--- src/rtl/seq_ctrl.sv ---
// Request/response sequencer for a sequential multiply/divide engine: one operation in flight.
// Optional watchdog enabled by defining SEQ_CTRL_TIMEOUT_EN (limit set by TimeoutCycles).
module seq_ctrl #(
    parameter int unsigned WidthA        = 32,
    parameter int unsigned WidthB        = 32,
    parameter int unsigned TimeoutCycles = 256
) (
    input  logic                     clk_i,
    input  logic                     rst_ni,

    input  logic                     req_valid_i,
    output logic                     req_ready_o,
    input  logic [WidthA-1:0]        req_a_i,
    input  logic [WidthB-1:0]        req_b_i,

    output logic                     rsp_valid_o,
    input  logic                     rsp_ready_i,
    output logic [WidthA+WidthB-1:0] rsp_c_o,
    output logic [WidthA-1:0]        rsp_q_o,
    output logic [WidthB-1:0]        rsp_r_o,
    output logic                     rsp_err_o,

    output logic [WidthA-1:0]        seq_a_o,
    output logic [WidthB-1:0]        seq_b_o,
    output logic                     seq_start_o,
    input  logic [WidthA+WidthB-1:0] seq_c_i,
    input  logic [WidthA-1:0]        seq_q_i,
    input  logic [WidthB-1:0]        seq_r_i,
    input  logic                     seq_finish_i,

    output logic                     busy_o
);

    typedef enum logic [2:0] {StIdle, StStart, StArm, StWait, StResp} state_e;

    state_e state_q;

`ifdef SEQ_CTRL_TIMEOUT_EN
    localparam int unsigned CntW = $clog2(TimeoutCycles + 1);
    // Counter value seen in the last ARM/WAIT cycle before the limit is reached.
    localparam logic [CntW-1:0] TmoLast = CntW'(TimeoutCycles - 1);

    logic [CntW-1:0] tmo_cnt_q;
    logic            err_q;

    assign rsp_err_o = err_q;
`else
    logic unused_timeout;

    assign unused_timeout = (TimeoutCycles == 0);
    assign rsp_err_o      = 1'b0;
`endif

    always_ff @(posedge clk_i or negedge rst_ni) begin
        if (!rst_ni) begin
            state_q     <= StIdle;
            req_ready_o <= 1'b1;
            busy_o      <= 1'b0;
            seq_start_o <= 1'b0;
            seq_a_o     <= '0;
            seq_b_o     <= '0;
            rsp_valid_o <= 1'b0;
            rsp_c_o     <= '0;
            rsp_q_o     <= '0;
            rsp_r_o     <= '0;
`ifdef SEQ_CTRL_TIMEOUT_EN
            tmo_cnt_q   <= '0;
            err_q       <= 1'b0;
`endif
        end else begin
            seq_start_o <= 1'b0;
            unique case (state_q)
                StIdle: begin
                    if (req_valid_i) begin
                        seq_a_o     <= req_a_i;
                        seq_b_o     <= req_b_i;
                        seq_start_o <= 1'b1;
                        req_ready_o <= 1'b0;
                        busy_o      <= 1'b1;
                        state_q     <= StStart;
                    end
                end
                StStart: begin
`ifdef SEQ_CTRL_TIMEOUT_EN
                    tmo_cnt_q <= '0;
`endif
                    state_q <= StArm;
                end
                StArm: begin
                    // A finish still high from the previous operation is ignored here.
`ifdef SEQ_CTRL_TIMEOUT_EN
                    if (tmo_cnt_q == TmoLast) begin
                        rsp_c_o     <= '0;
                        rsp_q_o     <= '0;
                        rsp_r_o     <= '0;
                        err_q       <= 1'b1;
                        rsp_valid_o <= 1'b1;
                        state_q     <= StResp;
                    end else begin
                        tmo_cnt_q <= tmo_cnt_q + 1'b1;
                        state_q   <= StWait;
                    end
`else
                    state_q <= StWait;
`endif
                end
                StWait: begin
                    if (seq_finish_i) begin
                        rsp_c_o     <= seq_c_i;
                        rsp_q_o     <= seq_q_i;
                        rsp_r_o     <= seq_r_i;
                        rsp_valid_o <= 1'b1;
`ifdef SEQ_CTRL_TIMEOUT_EN
                        err_q       <= 1'b0;
`endif
                        state_q     <= StResp;
`ifdef SEQ_CTRL_TIMEOUT_EN
                    end else if (tmo_cnt_q == TmoLast) begin
                        rsp_c_o     <= '0;
                        rsp_q_o     <= '0;
                        rsp_r_o     <= '0;
                        err_q       <= 1'b1;
                        rsp_valid_o <= 1'b1;
                        state_q     <= StResp;
                    end else begin
                        tmo_cnt_q <= tmo_cnt_q + 1'b1;
`endif
                    end
                end
                StResp: begin
                    if (rsp_ready_i) begin
                        rsp_valid_o <= 1'b0;
                        req_ready_o <= 1'b1;
                        busy_o      <= 1'b0;
                        state_q     <= StIdle;
                    end
                end
                default: begin
                    state_q     <= StIdle;
                    req_ready_o <= 1'b1;
                    busy_o      <= 1'b0;
                    rsp_valid_o <= 1'b0;
                end
            endcase
        end
    end

endmodule

--- config.mk ---
export PLATFORM = sky130hd
export DESIGN_NAME = seq_ctrl
export DESIGN_NICKNAME = d
export VERILOG_FILES = /design/src/rtl/seq_ctrl.sv
export SDC_FILE = /design/constraint.sdc
export NUM_CORES = 1
export LEC_CHECK = 0
export CORE_MARGIN = 5
export CORE_UTILIZATION = 36
export DETAILED_ROUTE_END_ITERATION = 12
export PLACE_DENSITY = 0.76
export SLEW_MARGIN = 20
export SYNTH_ARGS = -nofsm -noshare
export SYNTH_HDL_FRONTEND = slang
export SYNTH_SLANG_ARGS = --single-unit
--- constraint.sdc ---
create_clock -name clk_i -period 1.41 [get_ports clk_i]
set_input_delay 0.282 -clock clk_i [delete_from_list [all_inputs] [get_ports clk_i]]
set_output_delay 0.282 -clock clk_i [all_outputs]
set_load 0.02 [all_outputs]
==> flow_metrics.tcl <==
set metrics [dict create \
    status "finished, violations left" \
    violations "negative setup slack" \
    ys_seq_area_share_pct 63.7 \
    setup_ws_ns -0.107 \
    ys_warn_count 0 \
    r2r_setup_slack_ns -0.11 \
    coreArea_sq_mm 0.0216 \
    r2r_start "state_q[1]$_DFFE_PN0P_" \
    grt.met2_usage_pct 30.8 \
    grt_pass1_vias 5823 \
    skew_ns 0.0137 \
    start_kind "flip-flop" \
    port_buffers 392 \
    num-nets-final 1061 \
    num_rows 54 \
    arrival_ns 1.82 \
    met3_usage_pct 5.99 \
    syn_area_per_cell_sq_um 18.0 \
    grt_busiest_layer "met2" \
    critPathKind "reg2reg" \
    finalHoldViolations 0 \
    nFillCells 1723 \
    place_hpwl_mm 17.2 \
    async_flop_share_pct 100 \
    numCtsBuffers 17 \
    power_uw 30500 \
    routabilityCongestion 0.786 \
    cts_root_buf "clkbuf_16" \
    track_usage_pct 17.5 \
    drt_first_pass_iters 4 \
    fmax_mhz 659 \
    die_w_um 157 \
    die_h_um 157 \
    drive_gt1_share_pct 48.3 \
    antenna-diode-count 0 \
    slew_violations 0 \
    drt_iter0_drc 175 \
    vias_per_cell 4.64 \
    multi_input_comb_area_sq_mm 0.00288 \
    synth_nets 632 \
    netlist_area_sq_mm 0.00782 \
    worst-r2r-cell-count 4 \
    antenna_found_initial 0 \
    dp_cells 1116 \
    ys_types 21 \
    synth_cells 435 \
    rsz0062_at_grt "yes" \
    period_minus_slack_ns 1.52 \
    dieArea_sq_mm 0.0248 \
    finalWirelength_mm 23.0 \
    cts.sink_count 199 \
    use_met1_pct 20.2 \
    worstReg2RegEnd "rsp_r_o[27]$_DFFE_PN0P_" \
    dr_total_vias 5355 \
    ant_nets 0 \
    cp-endpoint "rsp_r_o[27]$_DFFE_PN0P_" \
    cts.path.max_buffers 2 \
    post-route-period-util_pct 108 \
    cp_max_fo 20 \
    p_leak_uw 0.00612 \
    overflow 0 \
    ys_ff_latch 199 \
    grt_max_degree 43 \
    worst_ep_required_time_ns 1.71 \
    finalNonFillerCells 1155 \
    synthFlopType "dfrtp_1" \
    cts_tree "yes" \
    boundaryPins 394 \
    min-delay-path-class "in2async" \
    clock_latency_ns 0.42 \
    drv_cap 0 \
    drc 0 \
    wl_per_cell_um 19.9 \
    synth_edf_count 0 \
    irDropWorstVdd_v 0.00106 \
    setup_viol 189 \
    ctsHtreeMaxLevel 4 \
    floorplan.initialDensity_pct 36.2 \
    syn2layout_area_growth_pct 64.2 \
    power.density_mw_per_mm2 2380 \
    path_clk_slew_ns 0.08 \
    crit_path_start "state_q[1]$_DFFE_PN0P_" \
    grt_pass1_wl_mm 33.2 \
    critPathCaptureType "flip-flop" \
    seq_area_sq_mm 0.00498 \
]
## registers in the layout (all words and copies together) (netlist names)
name         count
busy_o           1
req_ready_o      1
rsp_c_o         64
rsp_q_o         32
rsp_r_o         32
rsp_valid_o      1
seq_a_o         32
seq_b_o         32
seq_start_o      1
state_q          3
## cell usage in the layout (no fill, tap or decap), types with 2 or more instances in the layout
master	n
dfrtp_1	197
clkdlybuf4s50_1	195
mux2_4	149
clkdlybuf4s15_2	86
clkbuf_2	65
buf_2	40
mux2_1	38
buf_4	22
clkbuf_16	21
buf_12	8
clkinv_4	6
mux2_2	5
clkdlybuf4s15_1	4
buf_16	4
o21ai_0	3
nand2_1	3
inv_8	3
nand2_8	2
nor2_1	2
nor3_1	2
a21oi_1	2
clkbuf_8	2
## how the worst min path moves through the flow
stage               depth (start not counted)                       to
floorplan                                   0       busy_o$_DFFE_PN0P_
global placement                            1  rsp_c_o[18]$_DFFE_PN0P_
detailed placement                          1  rsp_c_o[17]$_DFFE_PN0P_
CTS                                         2  rsp_c_o[17]$_DFFE_PN0P_
global route                                2  rsp_c_o[17]$_DFFE_PN0P_
finish                                      2  rsp_c_o[55]$_DFFE_PN0P_
## power by group
group | total [uW] | leakage, uW | internal [uW] | switching (uW)
combinational | 15500 | 0.00349 | 8150 | 7390
sequential | 10300 | 0.00236 | 8670 | 1670
clock | 4640 | 0.000271 | 2360 | 2280
total | 30500 | 0.00612 | 19200 | 11300
## critical path, cell delays in order, from the launching register on
cell and delay (ns):
dfrtp_2 0.43, and3_4 0.22, nand2_8 0.19, buf_16 0.23
mux2_4 0.32
## routing by layer
layer,part of all wire [%],up-vias
met4,1.5,0
met3,8.5,24
met5,0,-
li1,-,2378
met1,38,2723
met2,52,230
## metrics by stage
| stage | setup slack, ns | hold WS, ns | setup TNS, ns | util [%] | area [sq um] |
|---|---|---|---|---|---|
| 2_1_floorplan | -0.0383 | -0.0136 | -1.85 | - | 7910 |
| 3_3_place_gp | -0.443 | 0.210 | -72.18 | 56.9 | 12300 |
| 3_5_place_dp | -0.461 | 0.210 | -74.12 | 56.9 | 12300 |
| 4_1_cts | -0.106 | 0.299 | -12.77 | 60.8 | 13100 |
| 5_1_grt | -0.163 | 0.334 | -21.63 | 59.4 | 12800 |
| 6_report | -0.107 | 0.329 | -12.57 | 59.4 | 12800 |
## kinds of logic (layout without fill, tap and decap cells)
kind of cell	count (synthesis)	count (layout)	synth area share, %
AO/OA/AOI/OAI	7	7	0.528
buffers and inverters	24	463	2.58
flip-flops	199	199	63.7
multiplexers	192	192	32.4
other	1	1	0.0480
AND/OR/NAND/NOR	12	13	0.784
## repair_timing
item	CTS	global route
cloned	1	4
buffers inserted	1	2
endpoints found under the hold margin	20	0
pin swaps	0	2
endpoints found under the setup margin	380	292
hold buffers	1	0
gates resized for setup	546	139
## layout make-up
cell class                 instances  area share, %
multi-input combinational        213           22.5
tap                              280           2.73
clock inverter                    12          0.926
inverter                           2         0.0780
clock buffer                      18           3.42
timing repair buffer             431           31.6
sequential                       199           38.8
## cell usage after synthesis (2+ instances only)
cell	count	area, sq um
dfrtp_1	198	4950
mux2_4	98	1470
mux2_1	79	890
mux2_2	15	169
buf_6	11	124
buf_4	6	45.0
buf_2	5	25.0
nand2_1	4	15.0
o21ai_0	3	15.0
a21oi_1	2	10.0
nand2b_1	2	12.5
nor2_1	2	7.51
nor3_1	2	10.0
(Power assumes the default switching activity.)
==> RTL change 1, RTL diff (config.mk and constraints unchanged) <==
Reset style: synchronous (`rst_ni`), changed in one clocked block.
--- a/src/rtl/seq_ctrl.sv
+++ b/src/rtl/seq_ctrl.sv
@@ -53,3 +53,3 @@
 
-    always_ff @(posedge clk_i or negedge rst_ni) begin
+    always_ff @(posedge clk_i) begin
         if (!rst_ni) begin
Function: differs if rst_ni is asserted again (counterexample within 4 cycles, from zero or initial values and one cycle with rst_ni low); with rst_ni held inactive, the same outputs for 4 cycles.
==> RTL change 1 against the unedited design <==
  * The run still ends with negative setup slack left
  * Sequential cell count unchanged
  * Via count up 37%
  * Synthesized area down 5.1%
  * Routed wire length up 22%
  * Final area up 2.0%
  * Critical path depth up 4
  * Setup slack better by 13 ps
  * Maximum frequency up 0.89%
Power is not compared: it rests on default switching activity, and its combinational part moved more than twofold at a synthesized area within 25%.
==> RTL change 1: results (changes against the unedited design) <==
stage	metric	value	unit	change
sta	setup ws final	-93.77	ps	+13.32 ps
layout	fillcell total	1693		-1.7%
outcome	run status	finished, violations left		
placed_design	post-DP HPWL	18250	µm	+6.0%
sta	WHS	291.0	ps	-37.78 ps
worst_setup_path	CP max FO	9		-55%
logic_synthesis	register area share after synthesis	53.67	%	-10 points
worst_setup_path	reg2reg path depth	8		+4
placed_design	Inst Count DP	1488		+33%
placed_design	area post-placement	11690	µm²	-5.0%
outcome	violated checks	negative setup slack		
global_route	first-pass GRT wire length	38760	µm	+17%
placed_design	Post-Place Worst Slack	-560.7	ps	-99.81 ps
worst_setup_path	CP startpoint	state_q[2]		
detailed_routing	initial DRC count	239		+37%
sta	setup TNS	-5717	ps	+6849 ps
logic_synthesis	most common library cells after synthesis	nand2_1, dfxtp_1, a21boi_1		
detailed_routing	detail-routed via count per cell	4.704		+1.5%
global_route	GRT Util Overall	20.53	%	+3.1 points
logic_synthesis	fraction of registers with async set/reset	0	%	-100 points
global_route	pin count of the biggest net entering global routing	52		+21%
sta	final setup violation count	176		-6.9%
detailed_routing	routed wire length	28110	µm	+22%
min_path	min-delay worst type	in2reg		
detailed_routing	Routed wire per std cell	18.06	µm	-9.1%
worst_setup_path	Worst path slowest cell	dfxtp_2		
[RTL change 1: cell types whose count changed after synthesis, sizes merged, moves of 4 or more]
cell,change
a21boi,+192
buf,+19
clkbuf,+27
dfrtp,-198
dfxtp,+199
mux2,-192
nand2,+380
nor2b,+4
[RTL change 1: cells by family (layout without fill, tap and decap cells)]
logic type	after synthesis	count (layout)	share of synthesized area, %
buffers and inverters	68	488	5.360
AO/OA/AOI/OAI	201	201	20.14
other	1	2	0.05052
flip-flops	199	199	53.67
AND/OR/NAND/NOR	396	396	20.78
[RTL change 1: what timing repair did]
item / CTS / global route
resized for setup: 386 / 289
setup buffers: 3 / 10
endpoints found under the hold margin: 0 / 0
gates cloned: 4 / 21
endpoints found under the setup margin: 331 / 277
hold buffers: 0 / 0
pin swaps: 0 / 68
[RTL change 1: final cells by class]
type / count / area, µm² / area share (%)
clock inverter: 12 / 112.6 / 0.8601
timing repair buffer: 459 / 4810 / 36.74
multi-input combinational: 598 / 3420 / 26.12
sequential: 199 / 3985 / 30.44
tap: 270 / 337.8 / 2.580
clock buffer: 17 / 425.4 / 3.249
antenna: 1 / 2.502 / 0.01911
[RTL change 1: worst reg2reg max path, delay by kind of cell (launching register included)]
kind,cells,cell delay [ps]
simple gates,2,270
compound gates,1,70
flops,1,330
buf+inv,5,730
[RTL change 1: per-layer routing]
metal  wire length, µm  track usage [%]
met5                 0                0
met4               794            7.317
met3              2645            8.713
met2             13630            34.53
met1             11040            23.39
[RTL change 1: report_power, final]
group	switching (µW)	leakage [µW]	internal, µW
clock	2330	0.000260	2310
combinational	974	0.00330	1180
sequential	109	0.00162	5830
total	3410	0.00517	9320
==> RTL change 2, RTL diff (config.mk and constraints unchanged) <==
Without the edit above. Add a define of `SEQ_CTRL_TIMEOUT_EN`.
--- a/src/rtl/seq_ctrl.sv
+++ b/src/rtl/seq_ctrl.sv
@@ -2,2 +2,4 @@
 // Optional watchdog enabled by defining SEQ_CTRL_TIMEOUT_EN (limit set by TimeoutCycles).
+`define SEQ_CTRL_TIMEOUT_EN
+
 module seq_ctrl #(
Function: no difference found for any inputs over 4 cycles, from zero or initial values and one cycle with rst_ni low; that may be too few to reach the edited logic, so the function may still have changed.
==> RTL change 2 against the unedited design <==
  * The run still ends with negative setup slack left
  * Total power increased by 7.5%
  * Final area is 5.2% higher
  * Combinational power up 3%
  * Synthesized cell count grew 17%
  * Routed wire length is 28% higher
  * Setup slack got worse by 510 ps
  * Critical path depth is 4 higher
  * Sequential cell count increased by 10
  * Synthesized area decreased by 1.2%
  * Maximum frequency fell by 25%
  * Die area shrank 1.2%
  * Via count grew 22%
  * Critical endpoint is now tmo_cnt_q[7]
  * Largest cell class unchanged
==> RTL change 2: results (changes against the unedited design) <==
stage	metric	value	unit	change
outcome	run status	finished, violations left		
outcome	violated checks	negative setup slack		
sta	final setup violation count	209		+11%
power_and_ir_drop	Clk pwr share	19.5	%	+4.3 points
worst_setup_path	family with the most delay on the worst path	simple AND/OR/NAND/NOR gates		
detailed_routing	met1 WL	11650	µm	+33%
layout	Seq area share	38.76	%	-0.045 points
layout	Multi-input gate area	2609	µm²	-9.5%
placed_design	area post-placement	12650	µm²	+2.8%
layout	Final Net Count	1191		+12%
layout	n_diodes	2		+2
logic_synthesis	most common library cells after synthesis	dfrtp_1, a22o_1, mux2_2		
clock_network	worst skew pair latency	500	ps	+80 ps
global_route	grt met3 use	4.176	%	-1.8 points
global_route	GRT Util Overall	22.61	%	+5.1 points
detailed_routing	routed wl met3	1800	µm	-7.3%
power_and_ir_drop	Sw Share	37.34	%	+0.17 points
placed_design	post-DP HPWL	19370	µm	+13%
clock_network	Worst-path clk slew	60	ps	-20 ps
sta	Max Clock Skew	7.070	ps	-6.630 ps
worst_setup_path	CP max FO	4		-80%
layout	comb_multi_in	254		+19%
power_and_ir_drop	Int Pwr	20570	µW	+7.2%
layout	multi-input gate share of the layout cell area	19.31	%	-3.1 points
global_route	met2 Use GR	39.19	%	+8.4 points
logic_synthesis	register area share after synthesis	67.74	%	+4.0 points
detailed_routing	detail-routed via count per cell	5.087		+9.7%
logic_synthesis	post-synth cell types	35		+67%
clock_network	H-tree lvl count	1		-3
clock_network	total CTS buffers	23		+6
global_route	first-pass GRT wire length	43010	µm	+29%
layout	share of cells above drive strength 1	42.70	%	-5.6 points
detailed_routing	Routed wire per std cell	22.96	µm	+16%
layout	buffering overhead	33.18	%	+1.6 points
layout	fillcell total	1598		-7.3%
layout	inverter count	6		+4
sta	setup TNS	-85690	ps	-73,120 ps
global_route	initial antenna violation count	2		+2
global_route	pin count of the biggest net entering global routing	50		+16%
detailed_routing	initial DRC count	329		+88%
layout	Non-CTS buffers	497		+15%
layout	Layout area overhead	74.90	%	
sta	setup ws final	-616.6	ps	-509.5 ps
global_route	GRT met1 Usage	28.55	%	+8.3 points
## RTL change 2: worst paths after layout
| kind | from | endpoint | slack, ps | cells past startpoint |
|---|---|---|---|---|
| setup / recovery | tmo_cnt_q[1] | tmo_cnt_q[7] | -620 | 8 |
| hold / removal | rst_ni | seq_b_o[1] | 270 | 2 |
| setup reg to reg | tmo_cnt_q[1] | tmo_cnt_q[7] | -620 | 8 |
| hold reg to reg | req_ready_o | req_ready_o | 480 | 2 |
| max in group asynchronous | rst_ni | rsp_r_o[16] | 530 | 3 |
| min in group clk_i | seq_c_i[5] | rsp_c_o[5] | 390 | 2 |
## RTL change 2: kinds of logic (layout without fill, tap and decap cells)
family	count (synthesis)	in the layout	share of synthesized area [%]
AOI/OAI and AO/OA	151	151	16.48
xor gates and xnor gates	4	4	0.4536
buffers and inverters	45	544	3.111
other	0	2	0
adders and majority gates	3	3	0.4861
muxes	64	64	9.332
DFF	209	209	67.74
and+or+nand+nor	32	32	2.398
